$ cat config.mk
export PLATFORM = sky130hd
export DESIGN_NAME = f_regfile_wb_ctrl_flat
export DESIGN_NICKNAME = d
export VERILOG_FILES = /design/src/rtl/fp_pkg.sv /design/src/rtl/f_regfile_wb_ctrl_if.sv /design/src/rtl/f_wb_rr_arbiter.sv /design/src/rtl/f_regfile_wb_ctrl.sv /design/src/flat_wrapper.sv
export SDC_FILE = /design/constraint.sdc
export NUM_CORES = 1
export LEC_CHECK = 0
export CORE_MARGIN = 3
export CORE_UTILIZATION = 48
export DETAILED_ROUTE_END_ITERATION = 8
export PLACE_DENSITY = 0.9
export SYNTH_ARGS = -nofsm -noshare
export SYNTH_HDL_FRONTEND = slang
export SYNTH_SLANG_ARGS = --single-unit
$ cat constraint.sdc
create_clock -name clk -period 4.4 [get_ports clk]
set_input_delay 0.44 -clock clk [delete_from_list [all_inputs] [get_ports clk]]
set_output_delay 0.44 -clock clk [all_outputs]
set_load 0.02 [all_outputs]
$ cat src/rtl/fp_pkg.sv
// rtl/fp_pkg.sv - shared constants and types for the FP register file write-back controller
package fp_pkg;

  localparam int NUM_REGS = 32;
  localparam int IDX_W    = 5;
  localparam int DATA_W   = 32;

  // One write-back request as seen at the register file port
  typedef struct packed {
    logic              valid;
    logic [IDX_W-1:0]  rd;
    logic [DATA_W-1:0] data;
  } fwb_req_t;

  // Write-back source identity, used to remember who was granted last
  typedef enum logic {
    WB_FPU = 1'b0,
    WB_LD  = 1'b1
  } wb_src_e;

endpackage

$ cat src/rtl/f_regfile_wb_ctrl_if.sv
// rtl/f_regfile_wb_ctrl_if.sv - issue, write-back and register file port bundle
interface f_regfile_wb_ctrl_if;
  import fp_pkg::*;

  // Issue side
  logic              issue_valid;
  logic              issue_wr_f;
  logic [IDX_W-1:0]  issue_rd;
  logic [IDX_W-1:0]  issue_rs1;
  logic [IDX_W-1:0]  issue_rs2;
  logic [IDX_W-1:0]  issue_rs3;
  logic [2:0]        issue_rs_used;
  logic              issue_stall;

  // FPU result requester
  logic              fpu_wb_valid;
  logic [IDX_W-1:0]  fpu_wb_rd;
  logic [DATA_W-1:0] fpu_wb_data;
  logic              fpu_wb_ready;

  // Load result requester
  logic              ld_wb_valid;
  logic [IDX_W-1:0]  ld_wb_rd;
  logic [DATA_W-1:0] ld_wb_data;
  logic              ld_wb_ready;

  // Register file write port and status
  logic              rf_wb_en;
  logic [IDX_W-1:0]  rf_rd_index;
  logic [DATA_W-1:0] rf_wb_data;
  logic [NUM_REGS-1:0] busy_vec;
  logic              wb_err;

  // Controller side
  modport slave (
    input  issue_valid, issue_wr_f, issue_rd, issue_rs1, issue_rs2, issue_rs3, issue_rs_used,
    output issue_stall,
    input  fpu_wb_valid, fpu_wb_rd, fpu_wb_data,
    output fpu_wb_ready,
    input  ld_wb_valid, ld_wb_rd, ld_wb_data,
    output ld_wb_ready,
    output rf_wb_en, rf_rd_index, rf_wb_data, busy_vec, wb_err
  );

  // Decode/FPU/LSU side
  modport master (
    output issue_valid, issue_wr_f, issue_rd, issue_rs1, issue_rs2, issue_rs3, issue_rs_used,
    input  issue_stall,
    output fpu_wb_valid, fpu_wb_rd, fpu_wb_data,
    input  fpu_wb_ready,
    output ld_wb_valid, ld_wb_rd, ld_wb_data,
    input  ld_wb_ready,
    input  rf_wb_en, rf_rd_index, rf_wb_data, busy_vec, wb_err
  );

endinterface

$ cat src/rtl/f_wb_rr_arbiter.sv
// rtl/f_wb_rr_arbiter.sv - two-requester round-robin arbiter for the FP write port
module f_wb_rr_arbiter
  import fp_pkg::*;
(
  input  logic clk,
  input  logic rst,
  input  logic i_fpu_valid,
  input  logic i_ld_valid,
  output logic o_fpu_grant,
  output logic o_ld_grant
);

  // Starts as LD so the FPU wins the first conflict
  wb_src_e r_last_grant;

  // The port is free every cycle: a lone requester always wins, a conflict alternates
  always_comb begin
    o_fpu_grant = i_fpu_valid & (~i_ld_valid | (r_last_grant == WB_LD));
    o_ld_grant  = i_ld_valid  & (~i_fpu_valid | (r_last_grant == WB_FPU));
  end

  // Remember the winner; idle cycles leave the history untouched
  always_ff @(posedge clk or posedge rst) begin
    if (rst) begin
      r_last_grant <= WB_LD;
    end else if (o_fpu_grant) begin
      r_last_grant <= WB_FPU;
    end else if (o_ld_grant) begin
      r_last_grant <= WB_LD;
    end
  end

endmodule

$ cat src/rtl/f_regfile_wb_ctrl.sv
// rtl/f_regfile_wb_ctrl.sv - FP write-back arbitration, output stage and hazard scoreboard
module f_regfile_wb_ctrl #(
  parameter int NUM_REGS = fp_pkg::NUM_REGS,
  parameter int IDX_W    = fp_pkg::IDX_W,
  parameter int DATA_W   = fp_pkg::DATA_W
) (
  input  logic                 clk,
  input  logic                 rst,
  f_regfile_wb_ctrl_if.slave   bus
);
  import fp_pkg::*;

  logic                w_fpu_grant;
  logic                w_ld_grant;
  fwb_req_t            w_sel;
  logic                w_src_hit;
  logic                w_stall;
  logic                w_issue_fire;
  logic                w_err_hit;
  logic [NUM_REGS-1:0] w_busy_set;
  logic [NUM_REGS-1:0] w_busy_clr;
  logic [NUM_REGS-1:0] w_busy_nxt;

  logic [NUM_REGS-1:0] r_busy;
  logic                r_wb_en;
  logic [IDX_W-1:0]    r_rd_index;
  logic [DATA_W-1:0]   r_wb_data;
  logic                r_err;

  f_wb_rr_arbiter u_arb (
    .clk         (clk),
    .rst         (rst),
    .i_fpu_valid (bus.fpu_wb_valid),
    .i_ld_valid  (bus.ld_wb_valid),
    .o_fpu_grant (w_fpu_grant),
    .o_ld_grant  (w_ld_grant)
  );

  // Select the granted payload for the output stage
  always_comb begin
    w_sel = '0;
    if (w_fpu_grant) begin
      w_sel.valid = 1'b1;
      w_sel.rd    = bus.fpu_wb_rd;
      w_sel.data  = bus.fpu_wb_data;
    end else if (w_ld_grant) begin
      w_sel.valid = 1'b1;
      w_sel.rd    = bus.ld_wb_rd;
      w_sel.data  = bus.ld_wb_data;
    end
  end

  // Hazard detection and scoreboard next state; bit 0 is pinned clear since f0 reads as zero
  always_comb begin
    w_src_hit    = (bus.issue_rs_used[0] & r_busy[bus.issue_rs1])
                 | (bus.issue_rs_used[1] & r_busy[bus.issue_rs2])
                 | (bus.issue_rs_used[2] & r_busy[bus.issue_rs3]);
    w_stall      = bus.issue_valid & (w_src_hit | (bus.issue_wr_f & r_busy[bus.issue_rd]));
    w_issue_fire = bus.issue_valid & ~w_stall & bus.issue_wr_f & (bus.issue_rd != '0);
    w_busy_set   = w_issue_fire ? (NUM_REGS'(1) << bus.issue_rd) : '0;
    // Clear only from the registered write so a dependent cannot read before the RF update lands
    w_busy_clr   = r_wb_en ? (NUM_REGS'(1) << r_rd_index) : '0;
    w_busy_nxt   = ((r_busy & ~w_busy_clr) | w_busy_set) & ~NUM_REGS'(1);
    // A write-back to a register nobody is waiting on indicates a pipeline bookkeeping bug
    w_err_hit    = w_sel.valid & (w_sel.rd != '0) & ~r_busy[w_sel.rd];
  end

  // Output stage: one cycle between grant and register file write; idle keeps index/data
  always_ff @(posedge clk or posedge rst) begin
    if (rst) begin
      r_wb_en    <= 1'b0;
      r_rd_index <= '0;
      r_wb_data  <= '0;
    end else begin
      r_wb_en <= w_sel.valid;
      if (w_sel.valid) begin
        r_rd_index <= w_sel.rd;
        r_wb_data  <= w_sel.data;
      end
    end
  end

  // Scoreboard and sticky error flag
  always_ff @(posedge clk or posedge rst) begin
    if (rst) begin
      r_busy <= '0;
      r_err  <= 1'b0;
    end else begin
      r_busy <= w_busy_nxt;
      if (w_err_hit) begin
        r_err <= 1'b1;
      end
    end
  end

  assign bus.issue_stall  = w_stall;
  assign bus.fpu_wb_ready = w_fpu_grant;
  assign bus.ld_wb_ready  = w_ld_grant;
  assign bus.rf_wb_en     = r_wb_en;
  assign bus.rf_rd_index  = r_rd_index;
  assign bus.rf_wb_data   = r_wb_data;
  assign bus.busy_vec     = r_busy;
  assign bus.wb_err       = r_err;

endmodule

$ cat src/flat_wrapper.sv
// flat-port wrapper written by rule: the top's interface ports become plain ports
module f_regfile_wb_ctrl_flat import fp_pkg::*;
#(
  parameter int NUM_REGS = fp_pkg::NUM_REGS,
  parameter int IDX_W    = fp_pkg::IDX_W,
  parameter int DATA_W   = fp_pkg::DATA_W
)
  (clk, rst, bus_issue_valid, bus_issue_wr_f, bus_issue_rd, bus_issue_rs1, bus_issue_rs2, bus_issue_rs3, bus_issue_rs_used, bus_issue_stall, bus_fpu_wb_valid, bus_fpu_wb_rd, bus_fpu_wb_data, bus_fpu_wb_ready, bus_ld_wb_valid, bus_ld_wb_rd, bus_ld_wb_data, bus_ld_wb_ready, bus_rf_wb_en, bus_rf_rd_index, bus_rf_wb_data, bus_busy_vec, bus_wb_err);
  f_regfile_wb_ctrl_if bus_i ();
  input  logic clk;
  input  logic rst;
  input wire logic [$bits(bus_i.issue_valid)-1:0] bus_issue_valid;
  input wire logic [$bits(bus_i.issue_wr_f)-1:0] bus_issue_wr_f;
  input wire logic [$bits(bus_i.issue_rd)-1:0] bus_issue_rd;
  input wire logic [$bits(bus_i.issue_rs1)-1:0] bus_issue_rs1;
  input wire logic [$bits(bus_i.issue_rs2)-1:0] bus_issue_rs2;
  input wire logic [$bits(bus_i.issue_rs3)-1:0] bus_issue_rs3;
  input wire logic [$bits(bus_i.issue_rs_used)-1:0] bus_issue_rs_used;
  output wire logic [$bits(bus_i.issue_stall)-1:0] bus_issue_stall;
  input wire logic [$bits(bus_i.fpu_wb_valid)-1:0] bus_fpu_wb_valid;
  input wire logic [$bits(bus_i.fpu_wb_rd)-1:0] bus_fpu_wb_rd;
  input wire logic [$bits(bus_i.fpu_wb_data)-1:0] bus_fpu_wb_data;
  output wire logic [$bits(bus_i.fpu_wb_ready)-1:0] bus_fpu_wb_ready;
  input wire logic [$bits(bus_i.ld_wb_valid)-1:0] bus_ld_wb_valid;
  input wire logic [$bits(bus_i.ld_wb_rd)-1:0] bus_ld_wb_rd;
  input wire logic [$bits(bus_i.ld_wb_data)-1:0] bus_ld_wb_data;
  output wire logic [$bits(bus_i.ld_wb_ready)-1:0] bus_ld_wb_ready;
  output wire logic [$bits(bus_i.rf_wb_en)-1:0] bus_rf_wb_en;
  output wire logic [$bits(bus_i.rf_rd_index)-1:0] bus_rf_rd_index;
  output wire logic [$bits(bus_i.rf_wb_data)-1:0] bus_rf_wb_data;
  output wire logic [$bits(bus_i.busy_vec)-1:0] bus_busy_vec;
  output wire logic [$bits(bus_i.wb_err)-1:0] bus_wb_err;
  assign bus_i.issue_valid = bus_issue_valid;
  assign bus_i.issue_wr_f = bus_issue_wr_f;
  assign bus_i.issue_rd = bus_issue_rd;
  assign bus_i.issue_rs1 = bus_issue_rs1;
  assign bus_i.issue_rs2 = bus_issue_rs2;
  assign bus_i.issue_rs3 = bus_issue_rs3;
  assign bus_i.issue_rs_used = bus_issue_rs_used;
  assign bus_issue_stall = bus_i.issue_stall;
  assign bus_i.fpu_wb_valid = bus_fpu_wb_valid;
  assign bus_i.fpu_wb_rd = bus_fpu_wb_rd;
  assign bus_i.fpu_wb_data = bus_fpu_wb_data;
  assign bus_fpu_wb_ready = bus_i.fpu_wb_ready;
  assign bus_i.ld_wb_valid = bus_ld_wb_valid;
  assign bus_i.ld_wb_rd = bus_ld_wb_rd;
  assign bus_i.ld_wb_data = bus_ld_wb_data;
  assign bus_ld_wb_ready = bus_i.ld_wb_ready;
  assign bus_rf_wb_en = bus_i.rf_wb_en;
  assign bus_rf_rd_index = bus_i.rf_rd_index;
  assign bus_rf_wb_data = bus_i.rf_wb_data;
  assign bus_busy_vec = bus_i.busy_vec;
  assign bus_wb_err = bus_i.wb_err;
  f_regfile_wb_ctrl #(.NUM_REGS(NUM_REGS), .IDX_W(IDX_W), .DATA_W(DATA_W)) u_core (.clk(clk), .rst(rst), .bus(bus_i));
endmodule
==> metrics.md, run 1 <==
| Metric | Value |
|---|---|
| Status | finished, final reports clean |
| Vias in the first global route | 4855 |
| CP peak stage delay | 870 ps |
| CP max-delay cell | clkdlybuf4s50_1 |
| Slew margin rel. | 34.4% |
| Synthesized area | 4610 um^2 |
| Clk sinks | 71 |
| Final nets | 751 |
| R2R Path Start | u_core.bus.busy_vec[14]$_DFF_PP0_ |
| Crit path kind | input pin to output pin |
| Most common cell after layout, fill and taps aside | clkdlybuf4s50_1 |
| # DRC | 0 |
| First-pass GRT wire length | 25500 um |
| Hold Vio Cnt, Final | 0 |
| DRT Wirelength | 16200 um |
| CP Launch Point | bus_issue_rs3[1] |
| Max Buffers Root-to-Sink | 2 |
| Post CTS Setup Buffer Count | 0 |
| Non-filler cells in the finished layout | 782 |
| Min-delay src | u_core.bus.wb_err$_DFFE_PP0P_ |
| GP Congestion | 1.00 |
| Clock root buffer | clkbuf_8 |
| Cell variety after synth | 59 |
| FMAX | 261 MHz |
| Largest net degree at the start of global routing | 42 |
| HPWL Detailed | 12200 um |
| IO Port Bufs | 175 |
| Max Slew Vio Count | 0 |
| Hold Crit Endpoint | u_core.bus.wb_err$_DFFE_PP0P_ |
| Critical Path AT | 3380 ps |
| Setup TNS | 0 ps |
| Max_cap viols | 0 |
| R2R cell count | 7 |
| Syn Area/Cell | 9.42 um^2 |
| Post-synth EDFFs | 0 |
| Hold Path Cell Cnt | 2 |
| Setup violations, final | 0 |
| Min-Delay Path Class | flop to flop |
| Top post-synthesis cells by area | dfrtp_1 38%, mux4_2 11%, o21ai_0 6.5% |
| Chip height | 104 um |
| 1st-iter DRT viols | 625 |
| Post-synth top area share | 38.0% |
| Vias per cell | 6.22 |
| Placed cell count | 766 |
| Maximum VDD drop | 0.337 mV |
| Total GRT Usage | 29.3% |
| Worst setup SP type | input pin |
| Die Width | 104 um |
| RSZ-0062 raised after global routing | false |
| Register bit total from synthesis | 71 |
| Critical R2R Capture | u_core.bus.busy_vec[8]$_DFF_PP0_ |
| Row cnt | 35 |
| Gate Count Post-Synth | 489 |
| I/O pin cnt | 177 |
| N_diodes | 0 |
| Critical path data required time | 3960 ps |
| Sequential cell area fraction in the yosys report | 38.6% |
| Die ar. | 10800 um^2 |
| Vias | 4861 |
| Worst-path clk slew | 80 ps |
| Antenna violations before repair | 0 |
| Worst-skew pair later-pin latency | 340 ps |
| Post-synth top flop | dfrtp_1 |
| Final min period | 3820 ps |
| Synth warn | 0 |
| DR WL/cell | 20.7 um |
| Period utilization | 86.9% |
| Htree depth | 3 |
| Worst setup EP type | output pin |
| Routed Antenna Nets | 0 |
| Initial core utilization | 49.6% |
| P_leak | 2.53 nW |
| Post-CTS Hold Fix Bufs | 0 |
| CTS tree | done |
| Most frequent cells in the layout | 175 x clkdlybuf4s50_1, 77 x nor2_1, 70 x dfrtp_1 |
| Post-cts sizing count | 0 |
| Worst-path cell chain | clkdlybuf4s50_1, mux2_2, a221oi_1, a2111oi_0, o31ai_2, nand4_2, and2_2, clkdlybuf4s50_1 |
| Tightest Pin Transition | 983 ps |
| CTS Buf Count | 9 |
| Core box area | 9280 um^2 |
| Layout Skew | 8.09 ps |
| Worst R2R Setup Slack | 1710 ps |
| Post-synth top area cell | dfrtp_1 |
| Post-synthesis net count | 592 |
| Worst path most repeated cell | clkdlybuf4s50_1 |
| Ratio of cells with drive above 1 in the final layout | 9.04% |
| Pre-antenna DRT Iters | 6 |
| P&R area growth vs syn | 42.8% |
| Async S/R FF share, synth | 100% |
| Critical path peak fanout | 12 |
| Overflow after GRT | 0 |
| PwrDens | 496 nW/um^2 |
-- cell type report --
class | instances | area [um^2]
fillers | 763 | 2710
multi-input cells | 375 | 2630
repair buffers | 179 | 1780
flip-flops and latches | 71 | 1780
well taps | 129 | 161
clock buffers | 10 | 138
clock inverters | 6 | 50.0
inverters | 12 | 45.0
-- kinds of logic after synthesis --
| kind of cell | count (synthesis) | synth area share (%) |
|---|---|---|
| DFF | 71 | 38.6 |
| and+or+nand+nor | 176 | 16.7 |
| buffers and inverters | 43 | 4.45 |
| AOI/OAI and AO/OA | 144 | 21.0 |
| muxes | 54 | 19.2 |
| other | 1 | 0.0814 |
-- per-stage QoR --
stage	total power [mW]	hold slack [ps]	setup slack [ps]	utilization [%]	instance area [um^2]
2_1_floorplan	1.93	510	1660	-	4610
3_3_place_gp	2.69	470	652	68.8	6390
3_5_place_dp	2.74	470	616	68.8	6390
4_1_cts	3.23	490	597	70.9	6580
5_1_grt	3.40	518	486	70.9	6580
6_report	3.26	492	575	70.9	6580
-- flip-flops by register name, summed over array words and instances (netlist names) --
| signal | cells |
|---|---|
| u_core.bus.rf_rd_index | 5 |
| u_core.bus.busy_vec | 31 |
| u_core.bus.wb_err | 1 |
| u_core.bus.rf_wb_data | 32 |
| u_core.u_arb.r_last_grant | 1 |
| u_core.bus.rf_wb_en | 1 |
-- worst max path at each step --
| stage | end | depth (start not counted) |
|---|---|---|
| floorplan | bus_issue_stall | 8 |
| global placement | bus_issue_stall | 8 |
| detailed placement | bus_issue_stall | 8 |
| CTS | bus_issue_stall | 8 |
| global route | bus_issue_stall | 8 |
| finish | bus_issue_stall | 8 |
-- synthesized netlist by cell type, types with 4 or more instances --
| library cell | count |
|---|---|
| nor2_1 | 77 |
| buf_1 | 4 |
| a221oi_1 | 4 |
| buf_2 | 9 |
| mux4_2 | 23 |
| nor2b_1 | 9 |
| a211oi_1 | 5 |
| mux2_2 | 5 |
| nand2_1 | 56 |
| nand3_1 | 6 |
| dfrtp_1 | 70 |
| o22ai_1 | 32 |
| clkbuf_1 | 11 |
| a21oi_1 | 4 |
| mux2i_1 | 23 |
| o21ai_0 | 60 |
| nand2b_1 | 8 |
| inv_1 | 12 |
-- routing by layer --
layer | global-route usage [%] | part of all wire [%] | vias to the layer above
met3 | 6.33 | 10 | 52
met4 | 11.4 | 3.2 | 0
met2 | 48.4 | 50 | 315
li1 | - | - | 2146
met5 | 0 | 0 | -
met1 | 37.8 | 37 | 2348
-- critical path, delay by kind of cell --
family	cells	cell delay [ps]
AO/OA/AOI/OAI	3	740
AND/OR/NAND/NOR	2	400
buffers and inverters	2	1400
multiplexers	1	400
-- power by group --
group          switching, mW  internal, mW
Combinational          0.695         0.793
Clock                  0.268         0.227
Sequential             0.447         0.831
Total                   1.41          1.85
Power figures use the tool's default switching activity.
==> inputs of run 2 (changes only) <==
Settings changed: ABC_AREA set to 1, CORE_UTILIZATION 48 to 50, MAX_ROUTING_LAYER set to met4.
==> run 2 against run 1 <==
Worst setup slack improved by 390 ps. Fmax increased by 11%. Die area increased by 6.6%. Clock-buffer cell count unchanged. Register-to-register slack got worse by 20 ps. Critical path depth increased by 5. Worst hold slack got worse by 20 ps. Flip-flop and latch count unchanged.
==> metrics.md, run 2 <==
| Metric | Value |
|---|---|
| Status | finished, final reports clean |
| Initial core utilization | 52.1% (+2.4 points) |
| Most common cell in the netlist | nand2_1 |
| Post-synthesis net count | 934 (+58%) |
| Htree depth | 3 (unchanged) |
| Tightest Pin Transition | 947 ps (-36.2 ps) |
| Setup slack at placement | 1010 ps (+389 ps) |
| N_diodes | 0 (unchanged) |
| Final min period | 3430 ps (-393 ps) |
| Chip height | 107 um (+3.2%) |
| Register bit total from synthesis | 71 (unchanged) |
| IO Port Bufs | 175 (unchanged) |
| P_leak | 3.32 nW (+31%) |
| Top cells by count, synth | 283 x nand2_1, 245 x nand3_1, 70 x dfrtp_1, 66 x inv_1, 46 x o21ai_0 |
| # DRC | 0 (unchanged) |
| Async S/R FF share, synth | 100% (unchanged) |
| Most common cell after layout, fill and taps aside | nand2_1 |
| Met1 WL | 7210 um (+20%) |
| WL met2 | 8400 um (+4.8%) |
| Setup TNS | 0 ps (unchanged) |
| Worst-path clk slew | 70 ps (about the same) |
| I/O pin cnt | 177 (unchanged) |
| Critical path peak fanout | 23 (+11) |
| Sw frac | 46.7% (+3.4 points) |
| Layout Skew | 14.4 ps (+6.36 ps) |
| First-pass GRT wire length | 29400 um (+16%) |
| Max reg flops | 32 (unchanged) |
| Ratio of cells with drive above 1 in the final layout | 3.16% (-5.9 points) |
| Sw Pwr | 1.64 mW (+17%) |
| Die ar. | 11500 um^2 (+6.6%) |
| HPWL Detailed | 13400 um (+10%) |
| PwrDens | 497 nW/um^2 (+0.33%) |
| Crit path kind | input pin to output pin |
| Logic pwr share | 47.2% (+1.6 points) |
| Slew margin rel. | 36.8% (+2.4 points) |
| Top Metal Used | met4 |
| Antenna violations before repair | 0 (unchanged) |
| Worst-skew pair later-pin latency | 350 ps (about the same) |
| Critical Path AT | 2990 ps (-390 ps) |
| Hold Vio Cnt, Final | 0 (unchanged) |
| Final nets | 1080 (+44%) |
| Clk pwr share | 16.6% (+1.4 points) |
| Die Width | 107 um (+3.2%) |
| Post-CTS Hold Fix Bufs | 0 (unchanged) |
| Overflow after GRT | 0 (unchanged) |
| Min-Delay Path Class | flop to flop |
| Post-synth EDFFs | 0 (unchanged) |
| Synth warn | 0 (unchanged) |
| 1st-iter DRT viols | 869 (+39%) |
| GP Congestion | 0.975 (-2.9%) |
| Syn Area/Cell | 6.18 um^2 (-34%) |
| Setup violations, final | 0 (unchanged) |
| Worst R2R Setup Slack | 1690 ps (-20 ps) |
| Critical path data required time | 3960 ps (about the same) |
| Most frequent cells in the layout | 283 x nand2_1, 245 x nand3_1, 175 x clkdlybuf4s50_1 |
| Worst setup SP type | input pin |
| Row cnt | 36 (+2.9%) |
| Internal power | 1.88 mW (+1.4%) |
| Core box area | 9860 um^2 (+6.3%) |
| Final setup margin | 968 ps (+393 ps) |
| Pre-antenna DRT Iters | 6 (unchanged) |
| Clock root buffer | clkbuf_8 |
| Routed Antenna Nets | 0 (unchanged) |
| P&R area growth vs syn | 37.9% |
| Vias in the first global route | 5847 (+20%) |
| DR WL/cell | 16.8 um (-19%) |
| CTS tree | done |
| Period utilization | 78.0% (-8.9 points) |
| Max_cap viols | 0 (unchanged) |
| CTS Buf Count | 9 (unchanged) |
| Worst setup EP type | output pin |
| Max Slew Vio Count | 0 (unchanged) |
| Maximum VDD drop | 0.336 mV (-0.36%) |
| Sequential cell area fraction in the yosys report | 34.6% (-4.0 points) |
| Vias per cell | 5.74 (-7.6%) |
| Post CTS Setup Buffer Count | 0 (unchanged) |
| Clk sinks | 71 (unchanged) |
| Cell variety after synth | 25 (-58%) |
| Vias | 6405 (+32%) |
| Largest net degree at the start of global routing | 43 (+2.4%) |
| FMAX | 291 MHz (+11%) |
| Post-synth top area cell | dfrtp_1 |
| Met3 wire len | 2400 um (+45%) |
| Max Buffers Root-to-Sink | 2 (unchanged) |
| Post-cts sizing count | 0 (unchanged) |
| DRT Wirelength | 18700 um (+16%) |
| RSZ-0062 raised after global routing | false |
| Seq pwr share | 36.2% (-3.0 points) |
| Post-synth top flop | dfrtp_1 |
| Synthesized area | 5130 um^2 (+11%) |
| Top post-synthesis cells by area | dfrtp_1 34%, nand3_1 24%, nand2_1 21% |
| Total GRT Usage | 33.0% (+3.7 points) |
| Gate Count Post-Synth | 831 (+70%) |
| Post-synth top area share | 34.1% (-3.9 points) |
| Total chip power | 3.52 mW (+8.0%) |
## run 2: routing by layer
metal | vias up | global-route usage [%]
met5 | - | -
met4 | 0 | 13.2
met3 | 55 | 7.20
met2 | 448 | 48.5
met1 | 2891 | 44.6
li1 | 3011 | -
## run 2: cell families (layout without fill, tap and decap cells)
family / after synthesis / count (layout) / synth area share (%)
and+or+nand+nor: 584 / 584 / 49.5
buffers and inverters: 121 / 272 / 10.3
DFF: 71 / 71 / 34.6
AOI/OAI and AO/OA: 54 / 54 / 5.51
other: 1 / 1 / 0.0730
## run 2: final timing paths
path / startpoint / to / depth (start not counted)
worst max-delay path: bus_issue_rd[0] / bus_issue_stall / 13
max in group asynchronous: rst / u_core.u_arb.r_last_grant$_DFFE_PP1P_ / 3
worst max register to register: u_core.u_arb.r_last_grant$_DFFE_PP1P_ / u_core.bus.wb_err$_DFFE_PP0P_ / 12
worst min-delay path: u_core.bus.wb_err$_DFFE_PP0P_ / u_core.bus.wb_err$_DFFE_PP0P_ / 2
worst min register to register: u_core.bus.wb_err$_DFFE_PP0P_ / u_core.bus.wb_err$_DFFE_PP0P_ / 2
min in group asynchronous: rst / u_core.bus.busy_vec[7]$_DFF_PP0_ / 2
## run 2: power by group through the flow
stage               Combinational [mW]  Sequential [mW]  Clock [mW]
finish                            1.66             1.28       0.583
global route                      1.81             1.28       0.617
CTS                               1.64             1.24       0.589
detailed placement                1.63             1.25           0
global placement                  1.61             1.25           0
floorplan                        0.710             1.31           0
## run 2: per-stage QoR
| stage | cells | area (um^2) | util (%) | hold slack (ps) |
|---|---|---|---|---|
| 5_1_grt | 1115 | 7080 | 71.8 | 519 |
| 3_3_place_gp | 1099 | 6860 | 69.5 | 451 |
| 2_1_floorplan | 831 | 5130 | - | 469 |
| 3_5_place_dp | 1099 | 6860 | 69.5 | 462 |
| 6_report | 1115 | 7080 | 71.8 | 472 |
| 4_1_cts | 1115 | 7080 | 71.8 | 480 |
## run 2: final cells by class
class                   instances  area [um^2]
flip-flops and latches         71         1780
well taps                     133          166
inverters                      73          274
multi-input cells             639         2830
clock buffers                  10          128
repair buffers                183         1810
fillers                       822         2790
clock inverters                 6         93.8
## run 2: critical path, stage by stage
cell and delay [ps]:
clkdlybuf4s50_1 900, inv_1 220, nand2_1 170, nor2_1 50
nor2_1 80, nand3_1 70, nand3_1 100, nand3_1 90
nand3_1 100, nand2_1 80, nor2_4 100, nor2_1 50
clkdlybuf4s50_1 530
